### config.mk
export PLATFORM = sky130hd
export DESIGN_NAME = dcache_snoop_responder
export DESIGN_NICKNAME = d
export VERILOG_FILES = /design/src/rtl/dcache_snoop_responder_pkg.sv /design/src/rtl/dcache_snoop_responder_tag_match.sv /design/src/rtl/dcache_snoop_responder.sv
export SDC_FILE = /design/constraint.sdc
export NUM_CORES = 1
export LEC_CHECK = 0
export CAP_MARGIN = 30
export CORE_AREA = 5 5 98 100
export DETAILED_ROUTE_END_ITERATION = 6
export DIE_AREA = 0 0 103 105
export PLACE_DENSITY = 0.75
export SLEW_MARGIN = 20
export SYNTH_ARGS = -nofsm -noshare
export SYNTH_HDL_FRONTEND = slang
export SYNTH_SLANG_ARGS = --single-unit
export TNS_END_PERCENT = 10
### constraint.sdc
create_clock -name CLK -period 2.5 [get_ports CLK]
set_input_delay 0.375 -clock CLK [delete_from_list [all_inputs] [get_ports CLK]]
set_output_delay 0.375 -clock CLK [all_outputs]
set_load 0.1 [all_outputs]
### src/rtl/dcache_snoop_responder_pkg.sv
// Shared types for the dcache snoop responder: frame layout and the snoop FSM state encoding.
package dcache_snoop_responder_pkg;

   localparam int DC_TAG_W = 26;
   localparam int DC_IDX_W = 3;

   typedef logic [31:0] word_t;

   // One cache frame as seen on the dcache array read ports; data1 is word 0, data2 is word 1.
   typedef struct packed {
      logic                valid;
      logic                dirty;
      logic [DC_TAG_W-1:0] tag;
      word_t               data1;
      word_t               data2;
   } Dcache_t;

   typedef enum logic [2:0] {
      SNP_IDLE,
      SNP_LOOKUP,
      SNP_SUP1,
      SNP_SUP2,
      SNP_UPD,
      SNP_DONE
   } Snoop_state_t;

endpackage

### src/rtl/dcache_snoop_responder_tag_match.sv
// Two-way combinational tag compare for a snooped block; way0 wins if both ways claim the block.
module snoop_tag_match #(
   parameter int TAG_W = 26
) (
   input  logic             valid0_i,
   input  logic             dirty0_i,
   input  logic [TAG_W-1:0] tag0_i,
   input  logic             valid1_i,
   input  logic             dirty1_i,
   input  logic [TAG_W-1:0] tag1_i,
   input  logic [TAG_W-1:0] snoopTag_i,
   output logic             hit0_o,
   output logic             hit1_o,
   output logic             dirty_o,
   output logic             way_o
);

   // An invalid frame never hits, so a stale dirty bit on it is ignored.
   assign hit0_o  = valid0_i && (tag0_i == snoopTag_i);
   assign hit1_o  = valid1_i && (tag1_i == snoopTag_i);
   assign way_o   = !hit0_o && hit1_o;
   assign dirty_o = hit0_o ? dirty0_i : (hit1_o ? dirty1_i : 1'b0);

endmodule

### src/rtl/dcache_snoop_responder.sv
// Cache side of the coherence snoop: look up the snooped block, stream a dirty block to the bus,
// then clean or invalidate the hit frame while the dcache FSM is parked.
module dcache_snoop_responder
   import dcache_snoop_responder_pkg::*;
#(
   parameter int TAG_W = DC_TAG_W,
   parameter int IDX_W = DC_IDX_W
) (
   input  logic             CLK,
   input  logic             RST,
   input  logic             ccwait,
   input  logic [31:0]      ccsnoopaddr,
   input  logic             ccinv,
   input  logic             ccdwait,
   output logic [IDX_W-1:0] snp_idx,
   input  Dcache_t          way0_frame,
   input  Dcache_t          way1_frame,
   output logic             cchit,
   output logic             cctrans,
   output logic             ccwrite,
   output logic [31:0]      ccdata,
   output logic             snp_upd_en,
   output logic             snp_way,
   output logic             snp_valid_nx,
   output logic             snp_dirty_nx,
   output logic             ccdone
);

   Snoop_state_t state_q;
   logic         cchit_q;
   logic         cctrans_q;
   logic         snpWay_q;

   logic         hit0;
   logic         hit1;
   logic         hitDirty;
   logic         hitWay;
   logic         anyHit;
   Dcache_t      supplyFrame;
   logic         unusedAddrBits;

   assign snp_idx        = ccsnoopaddr[IDX_W+2:3];
   assign unusedAddrBits = ^ccsnoopaddr[2:0];

   snoop_tag_match #(
      .TAG_W(TAG_W)
   ) u_tag_match (
      .valid0_i  (way0_frame.valid),
      .dirty0_i  (way0_frame.dirty),
      .tag0_i    (way0_frame.tag),
      .valid1_i  (way1_frame.valid),
      .dirty1_i  (way1_frame.dirty),
      .tag1_i    (way1_frame.tag),
      .snoopTag_i(ccsnoopaddr[31 -: TAG_W]),
      .hit0_o    (hit0),
      .hit1_o    (hit1),
      .dirty_o   (hitDirty),
      .way_o     (hitWay)
   );

   assign anyHit = hit0 || hit1;

   // Any drop of ccwait before DONE abandons the snoop; the hit frame is left untouched.
   always_ff @(posedge CLK) begin
      if (RST) begin
         state_q   <= SNP_IDLE;
         cchit_q   <= 1'b0;
         cctrans_q <= 1'b0;
         snpWay_q  <= 1'b0;
      end else if (!ccwait && state_q != SNP_IDLE) begin
         state_q   <= SNP_IDLE;
         cchit_q   <= 1'b0;
         cctrans_q <= 1'b0;
         snpWay_q  <= 1'b0;
      end else begin
         case (state_q)
            SNP_IDLE: begin
               if (ccwait) state_q <= SNP_LOOKUP;
            end
            SNP_LOOKUP: begin
               cchit_q   <= anyHit;
               cctrans_q <= anyHit && hitDirty;
               snpWay_q  <= hitWay;
               if (!anyHit)       state_q <= SNP_DONE;
               else if (hitDirty) state_q <= SNP_SUP1;
               else               state_q <= SNP_UPD;
            end
            SNP_SUP1: begin
               if (!ccdwait) state_q <= SNP_SUP2;
            end
            SNP_SUP2: begin
               if (!ccdwait) state_q <= SNP_UPD;
            end
            SNP_UPD: begin
               state_q <= SNP_DONE;
            end
            SNP_DONE: begin
               state_q <= SNP_DONE;
            end
            default: begin
               state_q <= SNP_IDLE;
            end
         endcase
      end
   end

   // Supplied words come straight off the array read port every cycle, word 0 first.
   assign supplyFrame = snpWay_q ? way1_frame : way0_frame;
   assign ccwrite     = (state_q == SNP_SUP1) || (state_q == SNP_SUP2);
   assign ccdata      = (state_q == SNP_SUP1) ? supplyFrame.data1 :
                        (state_q == SNP_SUP2) ? supplyFrame.data2 : 32'h0;

   assign cchit        = cchit_q;
   assign cctrans      = cctrans_q;
   assign snp_way      = snpWay_q;
   assign snp_upd_en   = (state_q == SNP_UPD) && ccwait && !RST;
   assign snp_valid_nx = snp_upd_en && !ccinv;
   assign snp_dirty_nx = 1'b0;
   assign ccdone       = (state_q == SNP_DONE);

   // Both ways holding the same block means the dcache fill logic is broken.
   assert property (@(posedge CLK) disable iff (RST)
      (state_q == SNP_LOOKUP) |-> !(hit0 && hit1))
      else $error("snoop: block present in both ways");

   // Bus controller must hold ccwait until it has seen ccdone.
   assert property (@(posedge CLK) disable iff (RST)
      (state_q inside {SNP_LOOKUP, SNP_SUP1, SNP_SUP2, SNP_UPD}) |-> ccwait)
      else $warning("snoop: ccwait dropped before ccdone");

endmodule
== Word-level counts from Yosys, hierarchy flattened ==
Index checks and enable logic that the tools add are counted.
Cells by class
  equal/unequal tests: 10
  multiplexer cells: 11
  reductions and logical operators: 19
Operator list (number)
  2-to-1 mux 32 bit: 2
  2-to-1 mux 64 bit: 1
  == test 26 bit: 2
  2-to-1 mux 3 bit: 5
  one-hot mux 3 bit (5 select lines): 1
  logical AND 1 bit: 8
  == test 3 x 2 -> 1 bit, second input constant: 2
  == test 3 bit, second input constant: 2
  inequality test 2 bit, second input constant: 3
  zero test 1 bit: 4
  OR reduction 2 bit: 2
  == test 3 x 1 -> 1 bit, second input constant: 1
  zero test 3 bit: 1
  AND reduction 3 bit: 1
  nonzero test 3 bit: 1
  logical OR 1 bit: 2
  2-to-1 mux 1 bit: 2
Word-level totals
  word-level logic and storage cells: 44
  register bits: 6
  input bits: 221

== Longest topological paths before layout ==
Gate-level depths: netlist (run 1).
  depth after elaboration: 7
  mapped depth: 6
  mapped depth without buffers: 6

== Hierarchy ==
A second synthesis (run 1) with hierarchy kept.
Second synthesis, totals
  cell total of the unflattened synthesis: 196
  area total of the unflattened synthesis: 1984.4 sq um
By module, submodules not included
  dcache_snoop_responder: cells each 121, area each 1368.8 sq um, times used 1
  snoop_tag_match: cells each 75, area each 615.6 sq um, times used 1

== Worst setup path before layout (run 1) ==
No wires, ideal clock.
  path kind: register to output
  from: reg state_q[0]
  to: out snp_valid_nx
  required time: 2.125 ns
  data arrival time: 3.622 ns
  cell stages (with the launch flop): 4
  buffers on the path: 2
  slack: -1.497 ns
  path through: dfxtp_1 buf_2 buf_1 nor4_1
On the way
  word-level cells in the longest chain between the ends: 4
Ends and longest elaborated chain
  from (decl): line dcache_snoop_responder.sv:29  | Snoop_state_t state_q;
  from (signal assigned): line dcache_snoop_responder.sv:66  | state_q <= SNP_IDLE;
  from (signal assigned): line dcache_snoop_responder.sv:71  | state_q <= SNP_IDLE;
  from (signal assigned): line dcache_snoop_responder.sv:78  | if (ccwait) state_q <= SNP_LOOKUP;
  == test 3 bit: line dcache_snoop_responder.sv:116  | assign snp_upd_en = (state_q == SNP_UPD) && ccwait && !RST;
  logical AND 1 bit (2 in a row): line dcache_snoop_responder.sv:116
  logical AND 1 bit: line dcache_snoop_responder.sv:117  | assign snp_valid_nx = snp_upd_en && !ccinv;
  to (decl): line dcache_snoop_responder.sv:24  | output logic snp_valid_nx,
Every way passes these cells.

== Worst setup path after layout (run 1) ==
  from: reg state_q[0]
  to: out ccdata[10]
On the way
  word-level cells in the longest chain between the ends: 3
  elaborated cells on any way between the ends: 4
  classes of those cells: eq/ne (2); mux (2)
Ends and longest elaborated chain
  == test 3 x 2 -> 1 bit: line dcache_snoop_responder.sv:111  | (state_q == SNP_SUP2) ? supplyFrame.data2 : 32'h0;
  2-to-1 mux 32 bit: line dcache_snoop_responder.sv:111
  2-to-1 mux 32 bit *: line dcache_snoop_responder.sv:110  | assign ccdata = (state_q == SNP_SUP1) ? supplyFrame.data1 :
  to (decl): line dcache_snoop_responder.sv:21  | output logic [31:0] ccdata,
Mark *: on every way between the ends. The rest lies on a longest branch, timed or not.

==> results of run 1 <==
registers in the layout, summed over array words and instances, names as in the netlist:
| register | cells |
|---|---|
| cctrans | 1 |
| snp_way | 1 |
| cchit | 1 |
| state_q | 3 |
where the power goes:
part	leakage [nW]	switching, mW	internal, mW
Sequential	0.0496	0.0319	0.102
Combinational	1.69	0.157	0.433
Clock	0.0216	0.0406	0.103
Total	1.76	0.229	0.638
cell families (layout without fill, tap and decap cells):
logic type	count (synthesis)	count (layout)	synth area share [%]
muxes	33	33	38.5
DFF	6	6	6.29
xor gates and xnor gates	52	52	23.8
other	1	1	0.196
AOI/OAI and AO/OA	10	10	3.60
buffers and inverters	16	261	4.26
and+or+nand+nor	76	76	23.3
critical path: stages (launching register included):
cell     delay [ps]
dfxtp_2         930
mux4_2          410
and2_2          220
buf_12          160
per-stage QoR:
step	instances	power [mW]
4_1_cts	547	0.882
3_3_place_gp	544	0.718
5_1_grt	547	0.919
6_report	547	0.867
2_1_floorplan	194	0.355
3_5_place_dp	544	0.730
cell usage in the layout, fill, tap and decap left out, types with 4 or more instances in the layout:
master,instances
xnor2_1,41
buf_4,5
buf_12,38
and2_1,32
clkdlybuf4s50_1,214
dfxtp_1,4
nand2_1,7
nand2b_1,5
nor4_1,4
xor2_1,11
mux4_2,32
nand4_1,12
per-layer routing:
| layer | share of wire, % | GRT usage (%) | vias to the layer above |
|---|---|---|---|
| li1 | - | - | 1208 |
| met1 | 29 | 15.9 | 1172 |
| met2 | 56 | 35.8 | 159 |
| met3 | 14 | 6.00 | 11 |
| met4 | 1.4 | 3.70 | 0 |
| met5 | 0 | 0 | - |
how the worst min path moves through the flow:
stage,endpoint,startpoint,depth (start not counted),slack [ps]
final,cchit,cchit,3,580
after global routing,cchit,cchit,3,650
after CTS,cchit,cchit,3,580
after detailed placement,cchit,cchit,3,570
after global placement,cchit,cchit,3,570
after floorplan,state_q[2],RST,3,560
layout make-up:
cell class / count / area share (%)
repair buffers: 257 / 59.2
multi-input cells: 172 / 34.7
well taps: 108 / 2.72
flip-flops and latches: 6 / 2.47
clock buffers: 3 / 0.832
inverters: 1 / 0.0756
==> reports/qor.csv, run 1 <==
metric,value,unit
fin_crit_sh,93.5,%
final_cell_area,0.00496,mm²
endpoint_kind,output pin,
hold_buffers,0,
rr_endpoint,snp_way,
post_cts_buffers,0,
syn_avg_cell_area,9.85,µm²
cts_tree,yes,
wirelength,10000,µm
fmax,428,MHz
critPathMaxFanout,39,
post_dp_cell_area,0.00492,mm²
diodes,0,
grt_max_degree,40,
postRouteAntennaNets,0,
cts-resized-gates,0,
synth_top_area_share,37.7,%
multi_input_area,0.00172,mm²
synth_ff_type,dfxtp_1,
fin_nets,662,
crit_type,flip-flop to output pin,
clkLatencyLatePin,220,ps
regToRegSetupSlack,610,ps
core_area,0.00859,mm²
drt_iter0_drc,36,
yosysTopAreaCell,mux4_2,
seq_area,123,µm²
clockBufferDepth,2,
utilization,57.8,%
slew_violations,0,
p_leak,1.76,nW
cts_made_buffers,3,
vias,2550,
port_buffers,253,
rsz0062_at_grt,no,
grt_util_all_layers,17.5,%
synth_edf_count,0,
worstHoldPathType,flip-flop to flip-flop,
via_per_inst,4.66,
pre_cts_slack,94.6,ps
power_density,175,mW/mm²
fin_crit,2340,ps
ctsHtreeMaxLevel,1,
async_reset_ff_share,0,%
vdd_drop_max,0.000128,V
fillerInstances,723,
dieArea,0.0108,mm²
startpoint,state_q[0],
first_pass_iters,4,
maxCapViolations,0,
drive_above_1_share,19.1,%
area_delta_synth_final,160,%
layout_setup_ws,164,ps
start_util,22.2,%
cts_sinks,6,
fin_skew,0.204,ps
drc,0,
synthesis.nets,415,
ys_types,30,
dp_hpwl,9140,µm
holdWs,576,ps
crit_required,2120,ps
rr_startpoint,state_q[0],
final.setup.tns,0,ps
ios,264,
cts.clk_slew.worst_paths,30,ps
setup_viol_count_final,0,
maxSlewHeadroom,38.4,%
ff2ff_path_depth,4,
syn_inst,194,
synth_common_cells,"xnor2_1, and2_1, mux4_2, nand4_1, xor2_1",
synth-warning-count,0,
die_w,103,µm
synth_most_common_cell,xnor2_1,
antenna_found_initial,0,
crit_end,ccdata[10],
status,completed,
finalHoldViolations,0,
fp-row-count,34,
yosysSeqAreaShare,6.29,%
syn_area,0.00191,mm²
overflow,0,
die_h,105,µm
synth_area_leaders,"mux4_2, xnor2_1, and2_1",
root_buffer,clkbuf_8,
grt_pass1_vias,2837,
gp_congestion,0.824,
tightest_slew,925,ps
synth-seq-cells,6,
routedWlPerCell,18.3,µm
grt_pass1_wl,14600,µm
cp-start-kind,flip-flop,
crit_arrival,1960,ps
No activity file was read; power rests on OpenSTA's default activity.
==> run 2: changes to the inputs <==
Settings changed: CAP_MARGIN 30 to default, CORE_AREA 5 5 98 100 to 5 5 100 102, DIE_AREA 0 0 103 105 to 0 0 105 107, REMOVE_ABC_BUFFERS from default to 1.
Clock period 2.5 ns to 2 ns, I/O delays scaled along.
==> run 2 against run 1 <==
Compared with the run above:
- clock-buffer cell count is the same
- flip-flop and latch count is the same
- via count grew 4.4%
- clock power grew 26%
- utilization grew 0.81 points
- hold slack gained 2.1 ps
- largest cell class unchanged
- clock skew grew 2.6 ps
- sequential power is essentially flat
- first-iteration DRC count grew 56%
==> reports/qor.csv, run 2 (synthesis gave the netlist of run 1 again) <==
metric,value,unit,change
critPathMaxFanout,11,,was 39
die_h,107,µm,was 105 µm
power_density,213,mW/mm²,was 175 mW/mm²
clkLatencyLatePin,220,ps,about the same
routedWlPerCell,18.6,µm,was 18.3 µm
grt_util_all_layers,17.2,%,was 17.5%
status,completed,,unchanged
grt_pass1_wl,15000,µm,was 14600 µm
worstHoldPathType,flip-flop to flip-flop,,unchanged
vdd_drop_max,0.000148,V,was 0.000128 V
wl_met2,5810,µm,was 5590 µm
gp_congestion,0.882,,was 0.824
fin_total_pwr,1.13,mW,was 0.867 mW
antenna_found_initial,0,,unchanged
dp_hpwl,9510,µm,was 9140 µm
dieArea,0.0112,mm²,was 0.0108 mm²
die_w,105,µm,was 103 µm
comb_power_share,72.3,%,was 68.0%
sw_frac_of_total,27.0,%,was 26.4%
postRouteAntennaNets,0,,unchanged
cp-start-kind,flip-flop,,unchanged
largest_reg_flops,3,,unchanged
p_seq_share,11.6,%,was 15.4%
vias,2662,,was 2550
mostFrequentLayoutCells,"clkdlybuf4s50_1, buf_12, xnor2_1",,"was clkdlybuf4s50_1, xnor2_1, buf_12"
fmax,510,MHz,
grt_max_degree,40,,unchanged
met3_length,1120,µm,was 1360 µm
grt_pass1_vias,2940,,was 2837
port_buffers,253,,unchanged
fin_crit,1960,ps,
drt_iter0_drc,56,,was 36
overflow,0,,unchanged
cts.clk_slew.worst_paths,40,ps,was 30 ps
ios,264,,unchanged
cts_made_buffers,3,,unchanged
top_register,state_q,,unchanged
drc,0,,unchanged
switchingPower,0.304,mW,was 0.229 mW
diodes,0,,unchanged
core_area,0.00902,mm²,was 0.00859 mm²
setup_viol_count_final,0,,unchanged
dp.cells,568,,was 544
crit_required,1700,ps,was 2120 ps
crit_arrival,1660,ps,was 1960 ps
final_cell_area,0.00529,mm²,was 0.00496 mm²
fp-row-count,35,,was 34
rsz0062_at_grt,yes,,was no
post_dp_cell_area,0.00510,mm²,was 0.00492 mm²
cts_sinks,6,,unchanged
p_leak,1.99,nW,was 1.76 nW
instances_no_fill,572,,was 547
finalHoldViolations,0,,unchanged
post_cts_buffers,0,,unchanged
clockBufferDepth,2,,unchanged
first_pass_iters,4,,unchanged
drive_above_1_share,28.6,%,was 19.1%
wl_met1,3560,µm,was 2920 µm
fin_skew,2.85,ps,was 0.204 ps
top_layer_used,met4,,unchanged
utilization,58.6,%,was 57.8%
fin_nets,684,,was 662
endpoint_kind,output pin,,unchanged
intPower,0.822,mW,was 0.638 mW
clkPwrFrac,16.1,%,was 16.6%
hold_buffers,0,,unchanged
fin_crit_sh,98.1,%,
maxCapViolations,0,,unchanged
area_delta_synth_final,177,%,was 160%
crit_type,flip-flop to output pin,,unchanged
final_common_cell,clkdlybuf4s50_1,,unchanged
ctsHtreeMaxLevel,1,,unchanged
via_per_inst,4.65,,was 4.66
start_util,21.2,%,was 22.2%
slew_violations,0,,unchanged
root_buffer,clkbuf_8,,unchanged
holdWs,578,ps,was 576 ps
wirelength,10600,µm,was 10000 µm
cts_tree,yes,,unchanged
run 2: path summary, 6_finish.rpt:
path / slack [ps] / startpoint / depth (start not counted) / to
worst max-delay path: 40 / snp_way / 4 / ccdata[3]
worst min register to register: 580 / cchit / 3 / cchit
worst max register to register: 530 / state_q[0] / 5 / cctrans
worst min-delay path: 580 / cchit / 3 / cchit
run 2: per-stage QoR:
step / setup TNS [ps] / setup slack, ps
floorplan: -58110 / -2030
global placement: -1120 / -273
detailed placement: -1220 / -302
CTS: -43.1 / -18.7
global route: -17.9 / -9.17
finish: 0 / 37.6
run 2: layout make-up:
cell class	instances	area, µm²
flip-flops and latches	6	125
repair buffers	279	3180
fillers	743	3740
inverters	1	3.75
multi-input cells	172	1800
well taps	111	139
clock buffers	3	41.3
run 2: power by group through the flow:
stage	Combinational, mW	Sequential (mW)	Clock [mW]
after floorplan	0.241	0.169	0
after global placement	0.793	0.134	0
after detailed placement	0.811	0.134	0
after CTS	0.820	0.132	0.184
after global routing	0.868	0.131	0.193
final	0.814	0.131	0.181
run 2: worst max-delay path, stage by stage, from the launching register on:
cell	delay [ps]
dfxtp_4	390
clkbuf_16	200
mux4_2	510
and2_4	180
buf_12	160
run 2: per-layer routing:
layer | global-route usage (%) | vias up
li1 | - | 1256
met1 | 16.8 | 1214
met2 | 34.3 | 179
met3 | 6.32 | 13
met4 | 3.01 | 0
met5 | 0 | -
run 2: what timing repair did:
item / CTS / global route
setup endpoints to repair: 18 / 36
gates cloned: 0 / 1
gates resized for setup: 10 / 30
pin swaps: 1 / 13
